### src/rtl/if_prefetch_unit_pkg.sv
// Shared definitions for the instruction prefetch unit: FSM state encoding,
// PC step and the default reset fetch address.
package if_prefetch_unit_pkg;

   typedef enum logic [1:0] {
      ST_FETCH   = 2'd0,
      ST_WAIT    = 2'd1,
      ST_DISCARD = 2'd2
   } fetch_state_t;

   localparam int unsigned PC_INC           = 4;
   localparam logic [31:0] DEFAULT_RESET_PC = 32'h0000_0000;

endpackage

### src/rtl/if_prefetch_unit_fetch_queue.sv
// Prefetch FIFO: push/pop/flush with occupancy count; the head reads as zero
// whenever the queue is empty.
module fetch_queue #(
   parameter  int WIDTH = 64,
   parameter  int DEPTH = 4,
   localparam int PTR_W = $clog2(DEPTH),
   localparam int CNT_W = PTR_W + 1
) (
   input  logic             clk,
   input  logic             rst,
   input  logic             push,
   input  logic [WIDTH-1:0] push_data,
   input  logic             pop,
   input  logic             flush,
   output logic [WIDTH-1:0] head,
   output logic [CNT_W-1:0] count,
   output logic             full,
   output logic             empty
);

   logic [WIDTH-1:0] mem [DEPTH];
   logic [PTR_W-1:0] wr_ptr;
   logic [PTR_W-1:0] rd_ptr;
   logic             do_push;
   logic             do_pop;

   assign empty   = (count == '0);
   assign full    = (count == CNT_W'(DEPTH));
   // Flush wins over both push and pop in the same cycle.
   assign do_push = push && !full && !flush;
   assign do_pop  = pop && !empty && !flush;
   assign head    = empty ? '0 : mem[rd_ptr];

   always_ff @(posedge clk) begin
      if (do_push) begin
         mem[wr_ptr] <= push_data;
      end
   end

   // DEPTH is a power of two, so the pointers wrap naturally.
   always_ff @(posedge clk or posedge rst) begin
      if (rst) begin
         wr_ptr <= '0;
         rd_ptr <= '0;
         count  <= '0;
      end else if (flush) begin
         wr_ptr <= '0;
         rd_ptr <= '0;
         count  <= '0;
      end else begin
         if (do_push) begin
            wr_ptr <= wr_ptr + PTR_W'(1);
         end
         if (do_pop) begin
            rd_ptr <= rd_ptr + PTR_W'(1);
         end
         case ({do_push, do_pop})
            2'b10:   count <= count + CNT_W'(1);
            2'b01:   count <= count - CNT_W'(1);
            default: count <= count;
         endcase
      end
   end

endmodule

### src/rtl/if_prefetch_unit.sv
// Instruction prefetch unit: one outstanding fetch at a time, results buffered
// in a small queue, branch redirect flushes the queue and discards stale data.
module if_prefetch_unit
   import if_prefetch_unit_pkg::*;
#(
   parameter int              ADDR_W   = 32,
   parameter int              INST_W   = 32,
   parameter int              DEPTH    = 4,
   parameter logic [ADDR_W-1:0] RESET_PC = ADDR_W'(DEFAULT_RESET_PC)
) (
   input  logic              clk,
   input  logic              rst,
   input  logic              branch_taken,
   input  logic [ADDR_W-1:0] branch_addr,
   input  logic              freeze,
   output logic              mem_req_valid,
   output logic [ADDR_W-1:0] mem_req_addr,
   input  logic              mem_req_ready,
   input  logic              mem_rsp_valid,
   input  logic [INST_W-1:0] mem_rsp_data,
   output logic              if_valid,
   output logic [ADDR_W-1:0] pc,
   output logic [INST_W-1:0] inst
);

   localparam int ENTRY_W = ADDR_W + INST_W;
   localparam int CNT_W   = $clog2(DEPTH) + 1;

   fetch_state_t        state;
   fetch_state_t        state_next;
   logic [ADDR_W-1:0]   fetch_pc;
   logic                accept;
   logic                push;
   logic                pop;
   logic                flush;
   logic [ENTRY_W-1:0]  q_head;
   logic [CNT_W-1:0]    q_count;
   logic                q_full;
   logic                q_empty;

   // Handshake: a request transfers on a cycle where mem_req_valid and
   // mem_req_ready are both high; the address is held while valid waits.
   assign accept       = mem_req_valid && mem_req_ready;
   assign mem_req_addr = fetch_pc;

   always_ff @(posedge clk or posedge rst) begin
      if (rst) begin
         state <= ST_FETCH;
      end else begin
         state <= state_next;
      end
   end

   always_comb begin
      state_next = state;
      case (state)
         ST_FETCH: begin
            if (accept) begin
               state_next = ST_WAIT;
            end
         end
         ST_WAIT: begin
            if (mem_rsp_valid) begin
               state_next = ST_FETCH;
            end else if (branch_taken) begin
               state_next = ST_DISCARD;
            end
         end
         // The old response is still in flight here, even across a new branch.
         ST_DISCARD: begin
            if (mem_rsp_valid) begin
               state_next = ST_FETCH;
            end
         end
         default: state_next = ST_FETCH;
      endcase
   end

   always_comb begin
      mem_req_valid = 1'b0;
      push          = 1'b0;
      pop           = 1'b0;
      flush         = 1'b0;
      if (!rst) begin
         flush = branch_taken;
         pop   = if_valid && !freeze && !branch_taken;
         if (state == ST_FETCH) begin
            mem_req_valid = !q_full && !branch_taken;
         end
         if (state == ST_WAIT) begin
            push = mem_rsp_valid && !branch_taken;
         end
      end
   end

   always_ff @(posedge clk or posedge rst) begin
      if (rst) begin
         fetch_pc <= RESET_PC;
      end else if (branch_taken) begin
         fetch_pc <= {branch_addr[ADDR_W-1:2], 2'b00};
      end else if (accept) begin
         fetch_pc <= fetch_pc + ADDR_W'(PC_INC);
      end
   end

   // While waiting, fetch_pc has already stepped past the request, so it is
   // exactly the request address + 4 that the entry must carry.
   fetch_queue #(
      .WIDTH (ENTRY_W),
      .DEPTH (DEPTH)
   ) u_queue (
      .clk       (clk),
      .rst       (rst),
      .push      (push),
      .push_data ({fetch_pc, mem_rsp_data}),
      .pop       (pop),
      .flush     (flush),
      .head      (q_head),
      .count     (q_count),
      .full      (q_full),
      .empty     (q_empty)
   );

   assign if_valid = !q_empty;
   assign pc       = q_head[ENTRY_W-1:INST_W];
   assign inst     = q_head[INST_W-1:0];

endmodule

### config.mk
export PLATFORM = sky130hd
export DESIGN_NAME = if_prefetch_unit
export DESIGN_NICKNAME = d
export VERILOG_FILES = /design/src/rtl/if_prefetch_unit_pkg.sv /design/src/rtl/if_prefetch_unit_fetch_queue.sv /design/src/rtl/if_prefetch_unit.sv
export SDC_FILE = /design/constraint.sdc
export NUM_CORES = 1
export LEC_CHECK = 0
export CAP_MARGIN = 20
export CORE_ASPECT_RATIO = 1.4
export CORE_UTILIZATION = 23
export DETAILED_ROUTE_END_ITERATION = 16
export DONT_BUFFER_PORTS = 1
export GPL_ROUTABILITY_DRIVEN = 0
export SYNTH_ARGS = -nofsm -noshare
export SYNTH_HDL_FRONTEND = slang
export SYNTH_SLANG_ARGS = --single-unit
### constraint.sdc
create_clock -name clk -period 5.95 [get_ports clk]
set_input_delay 0 -clock clk [delete_from_list [all_inputs] [get_ports clk]]
set_output_delay 0 -clock clk [all_outputs]
set_load 0.005 [all_outputs]
== After elaboration in Yosys (flattened, before gate mapping) ==
Memories as Yosys holds them, arrays and structs flattened.
Cells that the tools add are included.
Storage, ports and cells
  bits in registers: 41
  bits in latches: 0
  bits in writable memories: 256
  bits in read-only memories: 0
  logic and storage cells: 62
  memories kept: 1
Memories
  u_queue.mem: depth 4, width 64, rd ports 1, clocked after Yosys merged registers in 0, write ports 1, RTL line if_prefetch_unit_fetch_queue.sv:21  | logic [WIDTH-1:0] mem [DEPTH];
Cells by class
  $add $sub $neg: 5
  multipliers: 0
  divide/modulo/power cells: 0
  $lt $le $gt $ge: 0
  equal/unequal tests: 8
  shift operators: 0
  muxes and demuxes: 22
  bitwise operators: 0
  reduce and logical (&&, ||, !) cells: 21
Operator list (number)
  two-way mux 32 bit: 2
  two-way mux 64 bit: 1
  adder 32 x 3 -> 32 bit (second input constant): 1
  two-way mux 2 bit: 8
  logical AND 1 bit: 9
  two-way mux 1 bit: 8
  case mux 2 bit (3 select lines): 1
  case mux 3 bit (2 select lines): 1
  nonzero test 2 bit: 3
  logical NOT 1 bit: 5
  adder 2 x 1 -> 2 bit (second input constant): 2
  == test 2 x 1 -> 1 bit (second input constant): 2
  == test 2 bit (second input constant): 2
  != test 2 bit (second input constant): 2
  adder 3 x 1 -> 3 bit (second input constant): 1
  == test 3 bit (second input constant): 1
  logical NOT 3 bit: 1
  two-way mux 3 bit: 1
  != test 3 bit (second input constant): 1
  AND reduction 3 bit: 1
  nonzero test 3 bit: 1
  subtractor 3 x 1 -> 3 bit (second input constant): 1
  logical NOT 2 bit: 1

== Longest topological paths before layout ==
Gate-level depths: netlist (run 1).
  depth in word-level cells: 10
  mapped depth: 9
  mapped depth without buffers: 9

== By module ==
Synthesis (run 1) repeated with hierarchy kept, for this count alone.
Unflattened totals
  cell total of the unflattened synthesis: 708
  area total of the unflattened synthesis: 12253.0 µm²
Modules (own cells, without submodules)
  fetch_queue: instances 1, cells each 470, area each 10228.6 µm²
  if_prefetch_unit: instances 1, cells each 238, area each 2024.4 µm²

== Least setup slack after synthesis (run 1) ==
Ideal clock, no wire load.
  path kind: register to register
  start point: register state[1]
  end point: memory u_queue.mem[0][0], enable pin
  library setup time: 0.427 ns
  arrival time: 2.603 ns
  required time: 5.523 ns
  setup slack: 2.920 ns
  cell stages (with the launch flop): 5
  cells stage by stage: dfrtp_1 nor3_1 and4_1 clkbuf_1 and2_1
Between the ends
  word-level cells in the longest chain between the ends: 7
Ends and longest elaborated chain
  start, declared: RTL line if_prefetch_unit.sv:29  | fetch_state_t state;
  start signal, assigned: RTL line if_prefetch_unit.sv:50  | state <= state_next;
  == test 2 x 1 -> 1 bit: RTL line if_prefetch_unit.sv:90  | if (state == ST_WAIT) begin
  two-way mux 1 bit: RTL line if_prefetch_unit.sv:90
  two-way mux 1 bit: RTL line if_prefetch_unit.sv:84  | if (!rst) begin
  logical AND 1 bit (2 in a row): RTL line if_prefetch_unit_fetch_queue.sv:30  | assign do_push = push && !full && !flush;
  two-way mux 1 bit: RTL line if_prefetch_unit_fetch_queue.sv:35  | if (do_push) begin
  two-way mux 1 bit (implied by the code): RTL line if_prefetch_unit_fetch_queue.sv:36  | mem[wr_ptr] <= push_data;
  end, declared: RTL line if_prefetch_unit_fetch_queue.sv:21
Every way passes these cells.

== Worst setup path after layout (run 1) ==
  start point: register u_queue.rd_ptr[0]
  end point: output inst[28]
Between the ends
  word-level cells in the longest chain between the ends: 2
Ends and longest elaborated chain
  start, declared: RTL line if_prefetch_unit_fetch_queue.sv:23  | logic [PTR_W-1:0] rd_ptr;
  start signal, assigned: RTL line if_prefetch_unit_fetch_queue.sv:55  | rd_ptr <= rd_ptr + PTR_W'(1);
  memory (4 x 64 bit)
  two-way mux 64 bit: RTL line if_prefetch_unit_fetch_queue.sv:32  | assign head = empty ? '0 : mem[rd_ptr];
  end, declared: RTL line if_prefetch_unit.sv:23  | output logic [INST_W-1:0] inst
Every way passes these cells.

==> flow_metrics.tcl, run 1 <==
set metrics [dict create \
    yosys_warnings 0 \
    instance_area_after_placement_um2 12500 \
    cp-start-kind "register" \
    grt_setup_unrepaired "false" \
    classification_of_the_worst_slack_hold_path "primary input to register" \
    largest_net_degree_at_the_start_of_global_routing 65 \
    layout_common_cells "edfxtp_1 (248), dlygate4sd3_1 (102), and2_1 (64)" \
    fmax_mhz 335 \
    seq_power_share_pct 47.4 \
    globalRouteOverflowTotal 0 \
    internal_power_mw 3.67 \
    cts_inserted_buffers 29 \
    combPwrFrac_pct 18.9 \
    place.detailed.hpwl_mm 17.3 \
    first_global_vias 6833 \
    synthArstFlopShare_pct 13.6 \
    yosys.cell_types.count 56 \
    multi_input_area_um2 3210 \
    cts_resized 0 \
    grt_util_met3_pct 2.05 \
    floorplan.die_area_um2 52400 \
    register_area_share_after_synthesis_pct 71.2 \
    antenna_cells 0 \
    average_cell_area_after_synthesis_um2 17.2 \
    power.switching_fraction_pct 28.1 \
    xor_and_xnor_fraction_of_the_mapped_netlist_area_pct 0.888 \
    globalRouteMet2Util_pct 20.1 \
    fp-row-count 98 \
    netlist_area_um2 11800 \
    htree_num_levels 1 \
    clk_latency_ps 560 \
    timing.slew.headroom_pct 29.0 \
    seq_cells_post_synth 287 \
    design_area_um2 14500 \
    final_ant_viol_nets 0 \
    area.growth.synth_to_final_pct 22.7 \
    routed-via-count 6573 \
    synth_top_family_by_area "multiplexers" \
    drt-pass1-iter-count 4 \
    root_buffer "clkbuf_16" \
    timing.setup.critical_path_class "register to output port" \
    timing.max_cap.violations 0 \
    worst_ep_required_ps 5950 \
    fin_tns_setup_ps 0 \
    grt_busiest_layer "met2" \
    core_area_um2 50900 \
    drive_gt1_share_pct 14.9 \
    synth-simple-area-share_pct 9.47 \
    synth-compound-area-share_pct 3.64 \
    die_w_um 194 \
    most_frequent_standard_cell_in_the_layout_excluding_fill_and_tap_cells "edfxtp_1" \
    fin_skew_ps 9.98 \
    post-route-period-util_pct 50.2 \
    final_max_slew_viol_count 0 \
    outcome "finished clean" \
    transition_at_the_pin_with_the_smallest_max_transition_slack_ps 1070 \
    initial_utilization_pct 23.3 \
    wire_per_inst_um 20.4 \
    final.fill_count 5037 \
    cts.repair_timing.setup_buffer_count 0 \
    setup-violations-final 0 \
    timing.final.hold_violations 0 \
    remaining_drc_errors 0 \
    io_pins 168 \
    clock_sinks 287 \
    drt_iter0_drc 398 \
    clock_input_transition_at_the_sequential_cells_of_the_worst_setup_and_hold_paths_ps 60 \
    muxShareOfSynthArea_pct 12.2 \
    total_switching_power_mw 1.44 \
    synth-edff-count 248 \
    post_synth_adder_cell_area_pct 0.698 \
    clock_tree_from_tritoncts "built" \
    layout_min_cycle_time_ps 2990 \
    critPathCaptureType "output port" \
    routed_wl_mm 29.9 \
    max-vdd-ir-drop_mv 0.187 \
    clk_path_buf_depth 3 \
    viasPerCell 4.49 \
    die_h_um 270 \
    cts_hold_repair.buffers 103 \
    antenna_found_initial 0 \
    power_density_nw_per_um2 352 \
    clock_power_share_pct 33.7 \
    p_leak_nw 4.63 \
    nets 872 \
    postSynthCellCount 689 \
    worst-endpoint-arrival_ps 2990 \
    number_of_port_buffers 0 \
    grt_use_met1_pct 13.8 \
    grt_use_total_pct 11.3 \
    dominantRegCellSynth "edfxtp_1" \
    crit_path_max_fo 38 \
    layout.area.seq_um2 8430 \
    grt_first_pass_wirelength_mm 44.2 \
]
-- per-layer routing --
layer  up-vias  part of all wire [%]
met3        40                   5.0
li1       2904                     -
met4         0                   2.3
met5         -                     0
met2       187                    51
met1      3442                    41
-- final timing paths --
| path | start | to | slack (ps) | cells past startpoint |
|---|---|---|---|---|
| worst min register to register | u_queue.wr_ptr[0] | u_queue.wr_ptr[0] | 580 | 2 |
| worst min-delay path | branch_taken | u_queue.rd_ptr[1] | 40 | 2 |
| max in group asynchronous | rst | u_queue.rd_ptr[1] | 5390 | 3 |
| worst max register to register | state[1] | mem_req_addr[17] | 3190 | 6 |
| worst max-delay path | u_queue.rd_ptr[0] | inst[28] | 2960 | 3 |
| min in group asynchronous | rst | u_queue.wr_ptr[0] | 150 | 3 |
-- layout make-up --
class	instances	area share, %
Sequential cell	287	58.1
Inverter	10	0.258
Clock buffer	36	5.18
Multi-Input combinational cell	357	22.1
Tap cell	650	5.60
Timing Repair Buffer	111	8.00
Clock inverter	13	0.810
-- cell families after synthesis --
family / Yosys count
mux: 67
buf+inv: 48
xor+xnor: 12
flops: 287
fa+ha+maj: 6
other cells: 1
compound gates: 67
simple gates: 201
-- stage by stage --
step | setup slack [ps] | total power [mW] | utilization [%] | std cells | hold WS (ps)
2_1_floorplan | 2920 | 3.07 | - | 692 | 66.4
3_3_place_gp | 3400 | 3.37 | 24.6 | 1309 | 68.0
3_5_place_dp | 3380 | 3.39 | 24.6 | 1309 | 64.3
4_1_cts | 2750 | 5.22 | 28.4 | 1461 | 9.47
5_1_grt | 2650 | 5.36 | 28.5 | 1464 | 69.9
6_report | 2960 | 5.11 | 28.5 | 1464 | 39.9
-- cells in the mapped netlist, types with 5 or more instances --
cell	instances	area [um2]
a21oi_1	5	25.0
and2_1	68	425
and3_1	5	31.3
buf_2	12	60.1
clkbuf_1	16	60.1
dfrtp_1	39	976
edfxtp_1	248	7450
ha_1	5	62.6
inv_1	9	33.8
mux2i_1	5	50.1
mux4_2	62	1400
nand2_1	51	191
nand3_1	14	70.1
nand4_1	14	87.6
nor2_1	19	71.3
nor3_1	6	30.0
nor4_1	5	31.3
o211ai_1	6	45.0
o21ai_0	27	135
o311ai_1	5	43.8
xnor2_1	7	61.3
xor2_1	5	43.8
-- flip-flops by register name (all words and copies together), names as in the netlist --
name / cells
u_queue.mem: 248
mem_req_addr: 30
u_queue.count: 3
state: 2
u_queue.rd_ptr: 2
u_queue.wr_ptr: 2
-- worst max-delay path: stages (launching register included) --
cell and delay, ps:
dfrtp_4 800, buf_4 780, mux4_2 610, and2_1 210
-- power by group through the flow --
stage / sequential, mW / clock [mW] / combinational (mW)
finish: 2.42 / 1.72 / 0.963
global route: 2.44 / 1.85 / 1.06
CTS: 2.44 / 1.79 / 0.986
detailed placement: 2.49 / 0 / 0.904
global placement: 2.48 / 0 / 0.887
floorplan: 2.35 / 0 / 0.717
No activity file was read; power rests on OpenSTA's default activity.
==> run 2, diff against run 1 <==
- ABC_AREA: unset -> 1
- clock period: 5.95 -> 2.6 ns (I/O delays scaled with it)
==> run 2 against run 1 <==
Compared with the run above:
- worst hold slack improved by 83 ps
- final cell count up 37%
- critical path depth grew 2
- setup slack got worse by 2800 ps
- synthesized cell count increased by 70%
- via count increased by 33%
- non-clock buffer count increased by 12
- design area up 5.7%
- largest power group unchanged
- clock power up 140%
==> flow_metrics.tcl, run 2 <==
set metrics [dict create \
    met2_wirelength_mm 18.1 \
    yosys_warnings 0 \
    met3_wire_length_mm 1.81 \
    largest_register_ff_count 248 \
    layout.area.seq_um2 8430 \
    antenna_cells 0 \
    total_switching_power_mw 3.10 \
    number_of_port_buffers 0 \
    routed-via-count 8710 \
    m1WireLength_mm 14.3 \
    seq_cells_post_synth 287 \
    synth-edff-count 248 \
    p_leak_nw 5.50 \
    grt_first_pass_wirelength_mm 52.0 \
    area.growth.synth_to_final_pct 22.8 \
    postLayoutSetupSlackWorst_ps 167 \
    internal_power_mw 8.03 \
    drt-pass1-iter-count 5 \
    setup-violations-final 0 \
    clk_path_buf_depth 3 \
    io_pins 168 \
    remaining_drc_errors 0 \
    synth_area_leader "edfxtp_1" \
    clk_latency_ps 570 \
    post-route-period-util_pct 93.6 \
    report.power.total_mw 11.1 \
    die_w_um 199 \
    final_max_slew_viol_count 0 \
    highest_signal_layer_in_the_routed_design "met4" \
    grt_setup_unrepaired "false" \
    final.hold.worst_slack_ps 123 \
    dominantRegCellSynth "edfxtp_1" \
    final_core_utilization_pct 28.7 \
    average_cell_area_after_synthesis_um2 10.7 \
    grt_use_total_pct 12.5 \
    path_delay_family "flip-flops" \
    clock_input_transition_at_the_sequential_cells_of_the_worst_setup_and_hold_paths_ps 60 \
    yosys.cell_types.count 35 \
    clock_tree_from_tritoncts "built" \
    clock_power_share_pct 37.3 \
    routed_wl_mm 34.9 \
    worst-endpoint-arrival_ps 2430 \
    outcome "finished clean" \
    classification_of_the_worst_slack_hold_path "primary input to register" \
    die_h_um 278 \
    largest_net_degree_at_the_start_of_global_routing 63 \
    critPathCaptureType "output port" \
    final.fill_count 5458 \
    place_ws_ps 544 \
    cts.repair_timing.setup_buffer_count 0 \
    largest-register "u_queue.mem" \
    power.switching_fraction_pct 27.8 \
    critPathMaxStageDelay_ps 620 \
    layout_common_cells "nor2_1 (287), edfxtp_1 (248), nand2_1 (161)" \
    htree_num_levels 1 \
    fp-row-count 100 \
    initial_utilization_pct 23.4 \
    final_ant_viol_nets 0 \
    synth.top_cells.by_area "edfxtp_1 (60%), nor2_1 (8.7%), dfrtp_1 (7.8%)" \
    transition_at_the_pin_with_the_smallest_max_transition_slack_ps 783 \
    crit_path_max_fo 41 \
    seq_power_share_pct 48.5 \
    timing.final.hold_violations 0 \
    fin_skew_ps 14.6 \
    clock_sinks 287 \
    timing.setup.critical_path_class "register to output port" \
    cts_inserted_buffers 30 \
    synthArstFlopShare_pct 13.6 \
    place.detailed.instances 1865 \
    globalRouteOverflowTotal 0 \
    timing.slew.headroom_pct 47.7 \
    core_area_um2 53400 \
    timing.max_cap.violations 0 \
    wire_per_inst_um 17.4 \
    cp-start-kind "register" \
    antenna_found_initial 0 \
    worst_ep_required_ps 2600 \
    combPwrFrac_pct 14.1 \
    nets 1348 \
    cell_with_the_most_instances_after_synthesis "nor2_1" \
    top_cell_type_s_share_of_synthesized_area_pct 59.5 \
    synth_top_cells_by_count "nor2_1 (291), edfxtp_1 (248), nand2_1 (161), o21ai_0 (138), a21oi_1 (64)" \
    register_area_share_after_synthesis_pct 67.4 \
    drive_gt1_share_pct 9.81 \
    place.detailed.hpwl_mm 21.8 \
    worst-path-buf-inv 2 \
    critPathSlowestCell "dfrtp_4" \
    power_density_nw_per_um2 725 \
    postSynthCellCount 1171 \
    fmax_mhz 411 \
    crit_chain "buf_4, nor2_1, o21ai_0, a21oi_1, buf_4" \
    multi_input_area_um2 3610 \
    floorplan.die_area_um2 55300 \
    first_global_vias 8780 \
    viasPerCell 4.34 \
    layout_min_cycle_time_ps 2430 \
    cp_common_cell "buf_4" \
    max-vdd-ir-drop_mv 0.522 \
    drt_iter0_drc 338 \
    final-instance-count-excl-fill 2008 \
    root_buffer "clkbuf_16" \
    most_frequent_standard_cell_in_the_layout_excluding_fill_and_tap_cells "nor2_1" \
    netlist_area_um2 12500 \
]
-- run 2: cell types whose count changed in the layout (fill, tap and decap cells not counted), moves of 14 or more --
| cell | previous run | this run |
|---|---|---|
| mux4_2 | 62 | 0 |
| nor2_4 | 0 | 14 |
| nor2_1 | 19 | 287 |
| a21oi_1 | 5 | 64 |
| inv_1 | 9 | 55 |
| buf_4 | 5 | 27 |
| nand2_1 | 51 | 161 |
| nand3_1 | 14 | 35 |
| o21ai_0 | 27 | 138 |
| and2_1 | 64 | 0 |
-- run 2: repair_timing --
| action | CTS | global route |
|---|---|---|
| hold endpoints to repair | 184 | 0 |
| endpoints found under the setup margin | 0 | 3 |
| resized for setup | 0 | 3 |
| hold buffers | 89 | 0 |
-- run 2: metrics by stage --
stage / instance area [um2] / setup TNS (ps)
floorplan: 12500 / -56800
global placement: 13500 / 0
finish: 15400 / 0
detailed placement: 13500 / 0
global route: 15400 / 0
CTS: 15300 / 0
-- run 2: metal layers --
metal | vias to the layer above | global-route usage (%)
li1 | 4173 | -
met1 | 4288 | 14.3
met2 | 209 | 22.9
met3 | 40 | 2.27
met4 | 0 | 3.93
met5 | - | 0
-- run 2: layout make-up --
class | count | area share, %
timing repair buffer | 123 | 7.98
tap | 714 | 5.82
clock inverter | 18 | 1.03
sequential | 287 | 54.9
multi-input combinational | 768 | 23.5
clock buffer | 36 | 5.17
inverter | 62 | 1.56
-- run 2: cell families (layout without fill, tap and decap cells) --
group / after synthesis / in the layout / share of synthesized area, %
simple gates: 525 / 525 / 17.8
flops: 287 / 287 / 67.4
compound gates: 218 / 218 / 8.93
buf+inv: 119 / 239 / 4.10
xor+xnor: 15 / 15 / 1.11
fa+ha+maj: 6 / 6 / 0.660
other cells: 1 / 4 / 0.0300
-- run 2: final timing paths --
check | start | end | depth (start not counted) | slack, ps
setup / recovery | u_queue.rd_ptr[1] | pc[12] | 5 | 170
hold / removal | branch_taken | mem_req_addr[20] | 3 | 120
setup reg to reg | mem_req_addr[3] | mem_req_addr[10] | 7 | 350
hold reg to reg | state[1] | state[0] | 3 | 590
max in group asynchronous | rst | mem_req_addr[6] | 3 | 1640
min in group asynchronous | rst | mem_req_addr[31] | 2 | 140
-- run 2: worst reg2reg max path: cells and delay by family (launching register included) --
kind / cells / cell delay (ps)
and+or+nand+nor: 2 / 270
buffers and inverters: 2 / 670
AOI/OAI and AO/OA: 1 / 200
xor gates and xnor gates: 1 / 160
DFF: 1 / 590
adders and majority gates: 1 / 300
-- run 2: power by group through the flow --
stage               clock (mW)  combinational, mW  sequential, mW
detailed placement           0               1.45            5.51
floorplan                    0              0.948            5.36
finish                    4.15               1.57            5.40
global route              4.45               1.77            5.43
CTS                       4.29               1.61            5.41
global placement             0               1.42            5.50
